File: src/rtl/run_ctrl_pkg.sv
// run_ctrl_pkg: shared types and default constants for the 3BC program run controller.
// Rev 1.0
`default_nettype none

package run_ctrl_pkg;

  localparam int unsigned c_PC_W_DEF       = 10;
  localparam int unsigned c_CNT_W_DEF      = 16;
  localparam int unsigned c_NUM_PROGS_DEF  = 3;
  localparam int unsigned c_PROG0_BASE_DEF = 0;
  localparam int unsigned c_PROG1_BASE_DEF = 256;
  localparam int unsigned c_PROG2_BASE_DEF = 512;
  localparam int unsigned c_MAX_CYCLES_DEF = 32'h0000_FFFF;

  typedef enum logic [2:0] {
    S_IDLE  = 3'd0,
    S_ARMED = 3'd1,
    S_LOAD  = 3'd2,
    S_RUN   = 3'd3,
    S_DONE  = 3'd4
  } state_t;

endpackage

`default_nettype wire

File: src/rtl/run_cycle_ctr.sv
// run_cycle_ctr: RUN-cycle counter with clear, enable and watchdog terminal-count flag.
// Rev 1.0
`default_nettype none

module run_cycle_ctr
  import run_ctrl_pkg::*;
#(
  parameter int unsigned CNT_W      = c_CNT_W_DEF,
  parameter int unsigned MAX_CYCLES = c_MAX_CYCLES_DEF
) (
  input  logic             i_clk,
  input  logic             i_rst,
  input  logic             i_clr,
  input  logic             i_en,
  output logic [CNT_W-1:0] o_count,
  output logic             o_tc
);

  // Compare at 32 bits so a limit beyond the counter range never matches early.
  localparam logic [31:0] c_TC = 32'(MAX_CYCLES - 1);

  logic [CNT_W-1:0] r_count;

  always_ff @(posedge i_clk) begin
    if (i_rst || i_clr) begin
      r_count <= '0;
    end else if (i_en) begin
      r_count <= r_count + 1'b1;
    end
  end

  assign o_count = r_count;
  assign o_tc    = (32'(r_count) == c_TC);

endmodule

`default_nettype wire

File: src/rtl/prog_run_ctrl.sv
// prog_run_ctrl: sequences one program per Start handshake, gating PC load/advance and
// counting RUN cycles until Halt or watchdog timeout. Rev 1.0
`default_nettype none

module prog_run_ctrl
  import run_ctrl_pkg::*;
#(
  parameter int unsigned NUM_PROGS  = c_NUM_PROGS_DEF,
  parameter int unsigned PC_W       = c_PC_W_DEF,
  parameter int unsigned CNT_W      = c_CNT_W_DEF,
  parameter logic [PC_W-1:0] PROG0_BASE = PC_W'(c_PROG0_BASE_DEF),
  parameter logic [PC_W-1:0] PROG1_BASE = PC_W'(c_PROG1_BASE_DEF),
  parameter logic [PC_W-1:0] PROG2_BASE = PC_W'(c_PROG2_BASE_DEF),
  parameter int unsigned MAX_CYCLES = c_MAX_CYCLES_DEF
) (
  input  logic             i_clk,
  input  logic             i_reset,
  input  logic             i_start,
  input  logic             i_halt,
  output logic             o_pc_load,
  output logic [PC_W-1:0]  o_pc_load_addr,
  output logic             o_pc_en,
  output logic             o_ack,
  output logic [1:0]       o_prog_idx,
  output logic [CNT_W-1:0] o_cycle_ct,
  output logic             o_timeout
);

  localparam logic [1:0] c_LAST_IDX = 2'(NUM_PROGS - 1);

  state_t     r_state;
  state_t     w_next;
  logic       r_ack;
  logic       r_timeout;
  logic [1:0] r_prog_idx;
  logic       w_pc_load;
  logic       w_pc_en;
  logic       w_tc;
  logic       w_run;
  logic       w_run_end;

  assign w_run     = (r_state == S_RUN);
  assign w_run_end = w_run && (w_next == S_DONE);

  run_cycle_ctr #(
    .CNT_W      (CNT_W),
    .MAX_CYCLES (MAX_CYCLES)
  ) u_cycle_ctr (
    .i_clk   (i_clk),
    .i_rst   (i_reset),
    .i_clr   (r_state == S_LOAD),
    .i_en    (w_run),
    .o_count (o_cycle_ct),
    .o_tc    (w_tc)
  );

  always_comb begin
    w_next    = r_state;
    w_pc_load = 1'b0;
    w_pc_en   = 1'b0;
    case (r_state)
      S_IDLE:  if (i_start) w_next = S_ARMED;
      S_ARMED: if (!i_start) w_next = S_LOAD;
      S_LOAD: begin
        w_pc_load = 1'b1;
        w_next    = S_RUN;
      end
      S_RUN: begin
        w_pc_en = ~i_halt;
        if (i_halt || w_tc) w_next = S_DONE;
      end
      S_DONE:  if (i_start) w_next = S_ARMED;
      default: w_next = S_IDLE;
    endcase
  end

  always_ff @(posedge i_clk) begin
    if (i_reset) begin
      r_state    <= S_IDLE;
      r_ack      <= 1'b0;
      r_timeout  <= 1'b0;
      r_prog_idx <= 2'd0;
    end else begin
      r_state <= w_next;
      r_ack   <= (w_next == S_DONE);
      // Halt takes precedence: a timeout is only recorded when Halt is low.
      if (r_state == S_LOAD) begin
        r_timeout <= 1'b0;
      end else if (w_run && !i_halt && w_tc) begin
        r_timeout <= 1'b1;
      end
      if (w_run_end) begin
        r_prog_idx <= (r_prog_idx == c_LAST_IDX) ? 2'd0 : r_prog_idx + 2'd1;
      end
    end
  end

  always_comb begin
    case (r_prog_idx)
      2'd0:    o_pc_load_addr = PROG0_BASE;
      2'd1:    o_pc_load_addr = PROG1_BASE;
      default: o_pc_load_addr = PROG2_BASE;
    endcase
  end

  assign o_pc_load  = w_pc_load;
  assign o_pc_en    = w_pc_en;
  assign o_ack      = r_ack;
  assign o_prog_idx = r_prog_idx;
  assign o_timeout  = r_timeout;

endmodule

`default_nettype wire

File: config.mk
export PLATFORM = sky130hd
export DESIGN_NAME = prog_run_ctrl
export DESIGN_NICKNAME = d
export VERILOG_FILES = /design/src/rtl/run_ctrl_pkg.sv /design/src/rtl/run_cycle_ctr.sv /design/src/rtl/prog_run_ctrl.sv
export SDC_FILE = /design/constraint.sdc
export NUM_CORES = 1
export LEC_CHECK = 0
export CORE_MARGIN = 1
export CORE_UTILIZATION = 41
export DETAILED_ROUTE_END_ITERATION = 8
export PLACE_DENSITY = 0.76
export SYNTH_ARGS = -nofsm -noshare
export SYNTH_HDL_FRONTEND = slang
export SYNTH_SLANG_ARGS = --single-unit
File: constraint.sdc
create_clock -name i_clk -period 1.77 [get_ports i_clk]
set_clock_uncertainty 0.15 [all_clocks]
set_input_delay 0.2655 -clock i_clk [delete_from_list [all_inputs] [get_ports i_clk]]
set_output_delay 0.2655 -clock i_clk [all_outputs]
set_load 0.01 [all_outputs]
==> flow_metrics.py <==
metrics = {
    "worst_setup_path": {
        "worstSetupEndpointType": "flop",
        "setup.worst_path.class": "reg -> reg",
        "rr_worst_depth": 5,
        "r2r-end": "u_cycle_ctr.o_count[11]",
        "required_ns": 1.86,
        "cp-start-kind": "flop",
        "crit_path_max_fanout": 6,
        "cp.arrival_ns": 1.94,
        "r2r_slack_ns": -0.08,
        "r2r-start": "u_cycle_ctr.o_count[0]",
    },
    "routing": {
        "drc": 0,
        "routedWlPerCell_um": 12.9,
        "vias_per_cell": 5.22,
        "ant_nets": 0,
        "drtPass1Iterations": 4,
        "wl_um": 2960,
        "drtIter0Drc": 13,
        "num_vias": 1195,
    },
    "synthesis": {
        "synth_sequential_area_ratio_pct": 39.6,
        "avgSynthCellArea_sq_um": 8.37,
        "ys_ff_latch": 23,
        "syn_inst": 139,
        "yosysUniqueCellTypes": 35,
        "ys.warnings.count": 0,
        "syn-cell-area_sq_um": 1160,
    },
    "worst_hold_path": {
        "holdPathStages": 2,
        "holdCritStartpoint": "o_timeout",
        "hold_path.class": "reg -> reg",
        "min_to": "o_timeout",
    },
    "clock_network": {
        "cts_tree": "done",
        "cts-root-buf": "clkbuf_4",
        "h-tree-depth": 1,
        "clock_latency_ns": 0.30,
        "clock-sinks": 23,
        "cts_buffers": 3,
        "clockBufferDepth": 2,
        "clk_pin_slew_worst_paths_ns": 0.13,
        "cts_hold_buf": 0,
    },
    "placement": {
        "dp_hpwl_um": 1990,
        "port_buffers": 27,
        "routabilityCongestion": 0.836,
        "place_ws_ns": -0.0454,
        "post_dp_cell_area_sq_um": 1600,
    },
    "layout": {
        "synthToLayoutAreaGrowth_pct": 55.3,
        "design_area_sq_um": 1810,
        "drive_gt1_share_pct": 36.2,
        "nNetsFinal": 206,
        "diodes": 0,
        "post-route-util_pct": 70.4,
    },
    "outcome": {
        "violations": "setup timing",
        "outcome": "complete, but fails checks",
    },
    "global_route": {
        "grt.overflow.total": 0,
        "grt_start_max_net_pins": 13,
        "track_usage_pct": 19.0,
        "grt_pass1_wl_um": 4800,
        "antenna_found_initial": 0,
        "grt_pass1_vias": 1132,
    },
    "pwr": {
        "p_total_mw": 0.937,
        "p_per_area_nw_per_um2": 519,
        "vdd_drop_max_uv": 352,
        "p_leak_nw": 0.760,
    },
    "floorplanning": {
        "coreArea_sq_um": 2570,
        "io_pins": 36,
        "rows": 18,
        "start_util_pct": 45.3,
        "die_y_um": 55.3,
        "dieArea_sq_um": 3060,
        "dieWidth_um": 55.3,
    },
    "sta": {
        "hold_slack_ns": 0.347,
        "fin_crit_sh_pct": 104,
        "finalWorstSetupSlack_ns": -0.0791,
        "rsz0062_at_grt": "true",
        "setup-violations-final": 5,
        "finalCriticalPeriod_ns": 1.85,
        "final-hold-violation-count": 0,
        "final_max_slew_viol_count": 0,
        "fmax_mhz": 541,
    },
    "flow_run": {
        "maxCapViolations": 0,
    },
}
==> layout make-up <==
type / count / area, sq um
Timing Repair Buffer: 63 / 554
Multi-Input combinational cell: 104 / 686
Inverter: 5 / 18.8
Clock buffer: 4 / 26.3
Tap cell: 30 / 37.5
Fill cell: 193 / 761
Sequential cell: 23 / 484
==> where the power goes <==
part	internal, mW	switching, mW	total (mW)
clock	0.0878	0.154	0.242
sequential	0.529	0.00931	0.538
combinational	0.0806	0.0768	0.157
total	0.697	0.240	0.937
==> sequential cells by signal, summed over array words and instances, names as in the netlist <==
name / cells
r_state: 3
o_timeout: 1
o_prog_idx: 2
o_ack: 1
u_cycle_ctr.o_count: 16
==> placed cells by master (no fill, tap or decap), drive strengths merged, types with 6 or more instances in the layout <==
master and n:
conb 8, a21oi 9, buf 38, dfxtp 23, o21ai 9, nand3 6
or3 6, nor2 14, xnor2 7, clkdlybuf4s50 17
==> metrics by stage <==
step / TNS, ns / cells
finish: -0.250 / 229
global route: -0.700 / 229
CTS: -0.255 / 223
detailed placement: -0.157 / 212
global placement: -0.0435 / 212
floorplan: -0.0391 / 146
==> how the worst max path moves through the flow <==
stage	end	startpoint
2_1_floorplan	u_cycle_ctr.o_count[15]	r_state[2]
3_3_place_gp	o_pc_en	i_halt
3_5_place_dp	u_cycle_ctr.o_count[12]	r_state[2]
4_1_cts	u_cycle_ctr.o_count[12]	u_cycle_ctr.o_count[1]
5_1_grt	u_cycle_ctr.o_count[11]	u_cycle_ctr.o_count[0]
6_report	u_cycle_ctr.o_count[11]	u_cycle_ctr.o_count[0]
==> worst max-delay path, cell delays in order (launching register included) <==
cell     delay [ns]
dfxtp_4        0.39
buf_6          0.11
nand4_1        0.14
or4_4          0.54
or3_1          0.34
a21oi_1        0.13
==> Yosys cell counts (all sizes together) <==
cell type / instances / area (sq um)
a211oi: 2 / 15.0
a21oi: 9 / 45.0
a31oi: 2 / 12.5
and3: 1 / 6.26
and3b: 1 / 8.76
buf: 9 / 71.3
clkbuf: 5 / 18.8
conb: 1 / 3.75
dfxtp: 23 / 460
ha: 2 / 25.0
inv: 5 / 18.8
nand2: 5 / 18.8
nand3: 6 / 30.0
nand3b: 2 / 15.0
nand4: 5 / 31.3
nand4b: 2 / 17.5
nor2: 14 / 52.6
nor2b: 4 / 25.0
nor3: 5 / 25.0
nor3b: 2 / 15.0
nor4: 2 / 18.8
o211ai: 1 / 7.51
o21ai: 9 / 45.0
o31a: 1 / 8.76
or2: 2 / 12.5
or3: 6 / 37.5
or4: 2 / 18.8
or4b: 2 / 20.0
xnor2: 7 / 61.3
xor2: 2 / 17.5
==> logic make-up (layout without fill, tap and decap cells) <==
logic type	after synthesis	count (layout)	share of synthesized area, %
xor gates and xnor gates	9	9	6.77
and+or+nand+nor	61	61	30.3
DFF	23	23	39.6
AOI/OAI and AO/OA	24	24	11.5
buffers and inverters	19	72	9.36
other	1	8	0.322
adders and majority gates	2	2	2.15
==> routing by layer <==
layer  share of wire, %  wire, um  up-vias  GRT usage (%)
met5                  0         0        -              0
met4                1.7        51        0           8.21
met3                4.1       122        6           3.75
met2                 50      1490       32           33.4
met1                 44      1300      558           22.3
li1                   -         -      599              -
==> timing repair <==
| item | in CTS | in global routing |
|---|---|---|
| resized for setup | 19 | 21 |
| buffers inserted | 7 | 6 |
| pin swaps | 11 | 6 |
| setup endpoints to repair | 9 | 23 |
Power figures use the tool's default switching activity.
